## config.mk

```make
export PLATFORM = sky130hd
export DESIGN_NAME = alu_uart_frontend
export DESIGN_NICKNAME = d
export VERILOG_FILES = /design/src/rtl/alu_pkg.sv /design/src/rtl/alu_uart_frontend_timer.sv /design/src/rtl/alu_uart_frontend.sv
export SDC_FILE = /design/constraint.sdc
export NUM_CORES = 1
export LEC_CHECK = 0
export ABC_AREA = 1
export CAP_MARGIN = 25
export CORE_MARGIN = 2
export CORE_UTILIZATION = 52
export DETAILED_ROUTE_END_ITERATION = 16
export PLACE_DENSITY = 0.81
export SLEW_MARGIN = 20
export SYNTH_ARGS = -nofsm -noshare
export SYNTH_HDL_FRONTEND = slang
export SYNTH_SLANG_ARGS = --single-unit
```

## constraint.sdc

```tcl
create_clock -name clk -period 1.67 [get_ports clk]
set_input_delay 0.334 -clock clk [delete_from_list [all_inputs] [get_ports clk]]
set_output_delay 0.334 -clock clk [all_outputs]
set_load 0.1 [all_outputs]
```

## src/rtl/alu_pkg.sv

```systemverilog
// Shared definitions for the ALU command front end: ALU select codes,
// legal-opcode check and FSM state encoding.
// Optional feature macro: ALU_ZERO_TX_EN (adds the ZSEND/ZWAIT states).
package alu_pkg;

  localparam logic [3:0] SEL_AND  = 4'b0000;
  localparam logic [3:0] SEL_OR   = 4'b0001;
  localparam logic [3:0] SEL_ADD  = 4'b0010;
  localparam logic [3:0] SEL_SRA  = 4'b0011;
  localparam logic [3:0] SEL_SRL  = 4'b0100;
  localparam logic [3:0] SEL_NOR  = 4'b0101;
  localparam logic [3:0] SEL_SUB  = 4'b0110;
  localparam logic [3:0] SEL_ONES = 4'b0111;
  localparam logic [3:0] SEL_XOR  = 4'b1001;
  localparam logic [3:0] SEL_SLL  = 4'b1011;

  typedef enum logic [2:0] {
    IDLE    = 3'd0,
    GET_B   = 3'd1,
    GET_OP  = 3'd2,
    EXEC    = 3'd3,
    SEND    = 3'd4,
`ifdef ALU_ZERO_TX_EN
    WAIT_TX = 3'd5,
    ZSEND   = 3'd6,
    ZWAIT   = 3'd7
`else
    WAIT_TX = 3'd5
`endif
  } state_t;

  // An opcode byte is legal only if its upper nibble is clear and the
  // lower nibble names an operation the ALU implements.
  function automatic logic op_legal(input logic [7:0] op);
    if (op[7:4] != 4'b0000) return 1'b0;
    case (op[3:0])
      SEL_AND, SEL_OR, SEL_ADD, SEL_SRA, SEL_SRL,
      SEL_NOR, SEL_SUB, SEL_ONES, SEL_XOR, SEL_SLL: return 1'b1;
      default: return 1'b0;
    endcase
  endfunction

endpackage

```

## src/rtl/alu_uart_frontend_timer.sv

```systemverilog
// Inter-byte timeout counter for UART command frames. Counts while enabled,
// restarts on clr or when disabled, flags expiry on the last allowed cycle.
module frame_timer #(
  parameter int TIMEOUT_CYCLES = 50_000_000
) (
  input  logic clk,
  input  logic rst_n,
  input  logic clr,
  input  logic en,
  output logic expired
);

  localparam int CW = (TIMEOUT_CYCLES > 1) ? $clog2(TIMEOUT_CYCLES) : 1;
  localparam logic [CW-1:0] LAST = CW'(TIMEOUT_CYCLES - 1);

  logic [CW-1:0] cnt;

  // Idle-cycle counter; any received byte or leaving the receive states restarts it
  always_ff @(posedge clk or negedge rst_n) begin
    if (!rst_n)          cnt <= '0;
    else if (clr || !en) cnt <= '0;
    else                 cnt <= cnt + CW'(1);
  end

  // A byte arriving on the final cycle wins over the timeout
  assign expired = en && !clr && (cnt == LAST);

endmodule

```

## src/rtl/alu_uart_frontend.sv

```systemverilog
// Command front end: assembles A/B/OP frames from the UART receiver, drives
// the external combinational ALU, and returns the sign-extended result byte
// through the UART transmitter.
// Optional feature macro: ALU_ZERO_TX_EN -- also transmits {7'b0, zero} as a
// second byte after the result.
module alu_uart_frontend #(
  parameter int BITS           = 8,
  parameter int TIMEOUT_CYCLES = 50_000_000
) (
  input  logic            clk,
  input  logic            rst_n,
  input  logic            rx_done_tick,
  input  logic [7:0]      rx_data,
  input  logic            tx_done_tick,
  output logic            tx_start,
  output logic [7:0]      tx_data,
  output logic [BITS-1:0] alu_a,
  output logic [BITS-1:0] alu_b,
  output logic [3:0]      alu_select,
  input  logic [BITS-1:0] alu_result,
  input  logic            alu_zero,
  output logic            busy,
  output logic            err
);
  import alu_pkg::*;

  state_t state, state_nx;
  logic   ld_a, ld_b, ld_op, cap, err_d;
  logic   tmr_en, tmr_exp;

  logic signed [BITS-1:0] res_s;
  logic signed [7:0]      res_ext;

  assign res_s   = alu_result;
  assign res_ext = res_s;

`ifdef ALU_ZERO_TX_EN
  logic zero_q, ld_z;
`else
  logic unused_zero;
  assign unused_zero = alu_zero;
`endif

  assign tmr_en = (state == GET_B) || (state == GET_OP);
  assign busy   = (state != IDLE);

  frame_timer #(.TIMEOUT_CYCLES(TIMEOUT_CYCLES)) u_timer (
    .clk     (clk),
    .rst_n   (rst_n),
    .clr     (rx_done_tick),
    .en      (tmr_en),
    .expired (tmr_exp)
  );

  // State register
  always_ff @(posedge clk or negedge rst_n) begin
    if (!rst_n) state <= IDLE;
    else        state <= state_nx;
  end

  // Next state, load strobes and the tx_start pulse
  always_comb begin
    state_nx = state;
    ld_a     = 1'b0;
    ld_b     = 1'b0;
    ld_op    = 1'b0;
    cap      = 1'b0;
    err_d    = 1'b0;
    tx_start = 1'b0;
`ifdef ALU_ZERO_TX_EN
    ld_z     = 1'b0;
`endif
    case (state)
      IDLE: begin
        if (rx_done_tick) begin
          ld_a     = 1'b1;
          state_nx = GET_B;
        end
      end
      GET_B: begin
        if (rx_done_tick) begin
          ld_b     = 1'b1;
          state_nx = GET_OP;
        end else if (tmr_exp) begin
          err_d    = 1'b1;
          state_nx = IDLE;
        end
      end
      GET_OP: begin
        if (rx_done_tick) begin
          if (op_legal(rx_data)) begin
            ld_op    = 1'b1;
            state_nx = EXEC;
          end else begin
            err_d    = 1'b1;
            state_nx = IDLE;
          end
        end else if (tmr_exp) begin
          err_d    = 1'b1;
          state_nx = IDLE;
        end
      end
      EXEC: begin
        cap      = 1'b1;
        err_d    = rx_done_tick;
        state_nx = SEND;
      end
      SEND: begin
        tx_start = 1'b1;
        err_d    = rx_done_tick;
        state_nx = WAIT_TX;
      end
      WAIT_TX: begin
        err_d = rx_done_tick;
        if (tx_done_tick) begin
`ifdef ALU_ZERO_TX_EN
          ld_z     = 1'b1;
          state_nx = ZSEND;
`else
          state_nx = IDLE;
`endif
        end
      end
`ifdef ALU_ZERO_TX_EN
      ZSEND: begin
        tx_start = 1'b1;
        err_d    = rx_done_tick;
        state_nx = ZWAIT;
      end
      ZWAIT: begin
        err_d = rx_done_tick;
        if (tx_done_tick) state_nx = IDLE;
      end
`endif
      default: state_nx = IDLE;
    endcase
  end

  // Operand/opcode registers, result capture and the registered err pulse
  always_ff @(posedge clk or negedge rst_n) begin
    if (!rst_n) begin
      alu_a      <= '0;
      alu_b      <= '0;
      alu_select <= 4'b0000;
      tx_data    <= 8'h00;
      err        <= 1'b0;
`ifdef ALU_ZERO_TX_EN
      zero_q     <= 1'b0;
`endif
    end else begin
      err <= err_d;
      if (ld_a)  alu_a      <= rx_data[BITS-1:0];
      if (ld_b)  alu_b      <= rx_data[BITS-1:0];
      if (ld_op) alu_select <= rx_data[3:0];
      if (cap)   tx_data    <= res_ext;
`ifdef ALU_ZERO_TX_EN
      if (cap)   zero_q     <= alu_zero;
      if (ld_z)  tx_data    <= {7'b0000000, zero_q};
`endif
    end
  end

endmodule

```

**Yosys cells after proc, flatten, opt, wreduce, memory -nomap -nowiden**

Memory sizes are Yosys's and may differ from the RTL's.
Index checks and enable logic that the tools add are counted.

- Register bits: 58
- Memory bits (read-only): 16
- Input port bits: 21
- Output and inout port bits: 31
- Logic and storage cells: 56
- Memories: 1

- $add $sub $neg: 1
- Equal/unequal tests: 8
- Multiplexer cells: 28
- Reduce and logical (&&, ||, !) cells: 11

Memories:

| memory | words | bits a word | read ports | clocked after Yosys merged registers in | wr ports | RTL line | RTL |
|---|---|---|---|---|---|---|---|
| (name not given) | 16 | 1 | 1 | 0 | 0 | alu_pkg.sv:36 | `case (op[3:0])` |

Operators by type and width:

| operator | number |
|---|---|
| $add 26x1->26 const B | 1 |
| $eq 26x26->1 const B | 1 |
| $mux 26 | 1 |
| $mux 1 | 19 |
| $pmux 3 s6 | 1 |
| $mux 3 | 5 |
| $eq 3x2->1 const B | 2 |
| $eq 3x3->1 const B | 2 |
| $ne 2x2->1 const B | 2 |
| $reduce_bool 4->1 | 1 |
| $eq 3x1->1 const B | 1 |
| $logic_not 3->1 | 1 |
| $pmux 1 s3 | 1 |
| $reduce_bool 3->1 | 1 |
| $reduce_or 3->1 | 1 |
| $logic_and 1x1->1 | 2 |
| $logic_not 1->1 | 2 |
| $logic_or 1x1->1 | 2 |
| $mux 2 | 1 |
| $reduce_and 2->1 | 1 |

**Longest topological paths before layout**

- Word-level depth: 10
- Mapped depth: 10
- Mapped depth without buffers: 10

**Hierarchy**

Synthesis repeated with hierarchy kept, for this count alone.

- Cells, all modules: 368
- Area, all modules: 2,940.3 sq um

Modules (own cells, without submodules):

| module | times used | cells each | area an instance (sq um) | sequential area each (sq um) |
|---|---|---|---|---|
| frame_timer | 1 | 216 | 1,541.5 | 650.6 |
| alu_uart_frontend | 1 | 152 | 1,398.8 | 800.8 |

**Least setup slack after synthesis**

No wires, ideal clock.

- Path type: flip-flop to output port
- Start point: register state[1]
- End point: output tx_start
- Arrival: 1.894 ns
- Data required time: 1.336 ns
- Setup slack: -0.558 ns
- Cell stages (with the launch flop): 4
- Path buffers: 0
- Path through: dfrtp_1 nor2_1 inv_1 nor2_1

- Longest elaborated chain between the ends: 2

Ends and longest elaborated chain:

| item | RTL line | RTL |
|---|---|---|
| start: declaration | alu_uart_frontend.sv:27 | `state_t state, state_nx;` |
| start signal: assignment | alu_uart_frontend.sv:58 | `else state <= state_nx;` |
| $eq 3x3->1 | alu_uart_frontend.sv:73 | `case (state)` |
| $mux 1 | alu_uart_frontend.sv:73 |  |
| end: declaration | alu_uart_frontend.sv:15 | `output logic tx_start,` |

No other way between the ends.

**Worst setup path in the final report**

- Start point: register state[0]
- End point: output tx_start

The elaborated chain is that of the path after synthesis.

==> results.md <==
* I/O Pins at 52
* Total gr overflow at 0
* First-pass GRT wire length at between 10 and 15 mm
* CTS max path bufs at 2
* Final Cell Area at slightly above 4000 µm²
* Syn_area_per_cell at 8.244 µm²
* Post-synth EDFFs at 0
* Cts bufs inserted at 9
* Fin crit share at 0.9665
* Share of cells above drive strength 1 at 0.2177
* Final hold viol count at 0
* CP arrival at approximately 1.3 ns
* Ys flop type: dfrtp_1
* DRT iter0 DRCs at 247
* Max incr delay on CP at 0.44 ns
* Mapped Nets at around 370
* Unique masters post-synth at 27
* Number of fill cells at 328
* Fin util at 0.7830
* Setup ws final at about 0.056 ns
* Critical path cell sequence: nor2_4 -> inv_2 -> nor2_4 -> buf_12
* Class of the worst hold path: in2async
* Largest net degree at the start of global routing at 23
* Final Max Slew Viols at 0
* Vias per inst at a little over 5
* Post-synthesis sequential area ratio at 0.5133
* CP endpoint kind: output port
* Peak VDD IR at about 1.7 mV
* Slowest-stage cell, CP: dfrtp_2
* Initial antenna violation count at 0
* Routed len/inst at 14.33 µm
* Core area at between 5000 and 6000 µm²
* DP Worst Slack at -0.1985 ns
* FP Rows at 26
* P&R area growth vs syn at 43.23%
* Detailed Route WL at between 6 and 7 mm
* Critical path required time at ~1.3 ns
* Clk_skew at between 0.005 and 0.006 ns
* DIE HEIGHT at 77.74 µm
* Port bufs at 50
* Worst-path clk slew at roughly 0.06 ns
* Nets at 435
* Synth Instances at roughly 340
* Die width at 77.74 µm
* Die ar. at just over 6000 µm²
* Worst Reg-to-Reg Cells at 7
* Power per cell area at between 2000 and 2500 nW/µm²
* Worst-Skew Late Latency at between 0.3 and 0.4 ns
* # Max-Cap Violations at 0
* Area leader, netlist: dfrtp_1
* Fin crit period at 1.614 ns
* Iteration count of the initial detailed-routing pass at 4
* DP HPWL at 5.239 mm
* Most used cell, CP: nor2_4
* CTS Sinks at just under 60
* Yosys reg bits at between 50 and 60
* Root buffer cell: clkbuf_8
* Worst Setup Start Kind: register
* Slew margin rel. at 0.6685
* Ranking of synthesized cells by area: dfrtp_1 (51%), nand2_1 (11%), nor2_1 (7.7%), inv_1 (5.3%), o21ai_0 (3.9%)
* Vias in the first global route at around 2.5k
* Fmax at between 600 and 700 MHz
* Setup violations, final at 0
* Slew @ Worst Pin at between 0.4 and 0.5 ns
* Number of nets still failing antenna checks after routing at 0
* R2r setup slk at approximately 0.11 ns
* Post-place instance area at 3796 µm²
* Vias post-DR at 2533
* GR Util All Layers at 0.2543
* CTS tree: built
* Worst Setup Path Type: reg2out
* P_leak at roughly 1.8 nW
* Share of the synthesized area in the top cell type at 0.5133
* Remaining DRCs at 0
* # H-tree levels at 3
* Placer Congestion at approximately 0.9
* Post-synthesis async set-or-reset flop share at 1.000
* Top-count cell post-synth: nand2_1
* Setup Total Neg Slack at 0 ns
* Diodes inserted at 0
* Status: completed
* Synthesis Warnings at 0
* Cell Area, Synth at 2828 µm²
* Max FO, Critical Path at 5
* Post-synth top cells: nand2_1 (80), dfrtp_1 (58), nor2_1 (58)
* Starting density of the core at 0.5467
* RSZ-0062 raised after global routing: true
==> critical path: cells and delay by family (launching register included) <==
family                 cells  cell delay, ns
DFF                        1            0.44
buffers and inverters      2            0.24
and+or+nand+nor            2            0.25
==> report_power, final <==
part           leakage [nW]  switching, W  internal, W
clock                 0.101      0.000527     0.000770
combinational         0.910       0.00324      0.00169
sequential            0.760      0.000388      0.00177
==> cell usage in the layout, fill, tap and decap left out, drive strengths merged, types with 5 or more instances in the layout <==
cell type and n:
nand2 85, nor2 62, dfrtp 58, buf 46
inv 41, o21ai 26, clkdlybuf4s50 18, nand3 16
nor3 14, clkbuf 14, mux2 8, xnor2 7
xor2 6, nand4 5, a21oi 5
==> metal layers <==
layer	vias up	wire length (µm)	track usage	part of all wire
met3	7	386	0.07674	0.055
met2	79	3578	0.4138	0.51
met1	1222	2935	0.3268	0.42
met5	-	0	0	0
li1	1225	-	-	-
met4	0	93	0.08036	0.013
==> metrics by stage <==
step	hold WS, ns	instances	power, W
2_1_floorplan	0.03841	343	0.005077
3_3_place_gp	0.3242	468	0.006923
3_5_place_dp	0.3231	468	0.007026
4_1_cts	0.5161	485	0.008351
5_1_grt	0.5280	488	0.008695
6_report	0.4945	488	0.008383
==> cells by family (layout without fill, tap and decap cells) <==
group | after synthesis | in the layout | synth area share
simple gates | 184 | 184 | 0.2872
xor+xnor | 13 | 13 | 0.04027
compound gates | 32 | 32 | 0.05885
flops | 58 | 58 | 0.5133
buf+inv | 47 | 122 | 0.06416
mux | 8 | 8 | 0.03186
fa+ha+maj | 1 | 1 | 0.004424
==> timing repair <==
action	in CTS	in global routing
setup endpoints to repair	2	5
cloned	0	0
gates resized for setup	2	6
setup buffers	0	3
hold buffers	1	0
pin swaps	0	1
endpoints found under the hold margin	20	0
==> worst paths after layout <==
check / from / to
hold / removal: rst_n / alu_a[1]
setup / recovery: state[0] / tx_start
hold reg to reg: alu_a[5] / alu_a[5]
setup reg to reg: u_timer.cnt[5] / u_timer.cnt[18]
min in group clk: alu_a[5] / alu_a[5]
max in group asynchronous: rst_n / u_timer.cnt[16]
==> sequential cells by signal, indices dropped and copies added (netlist names) <==
signal       flops
state            3
alu_b            8
alu_a            8
alu_select       4
tx_data          8
u_timer.cnt     26
err              1
==> area by class of cell <==
class                      instances  area (µm²)  share of cell area
clock buffer                      14       162.7             0.04016
clock inverter                     2       35.03            0.008650
inverter                          41       153.9             0.03800
multi-input combinational        238        1224              0.3021
sequential                        58        1454              0.3590
tap                               70       87.58             0.02162
timing repair buffer              65       933.4              0.2305
Note: power is estimated with default switching activity, not from simulation.
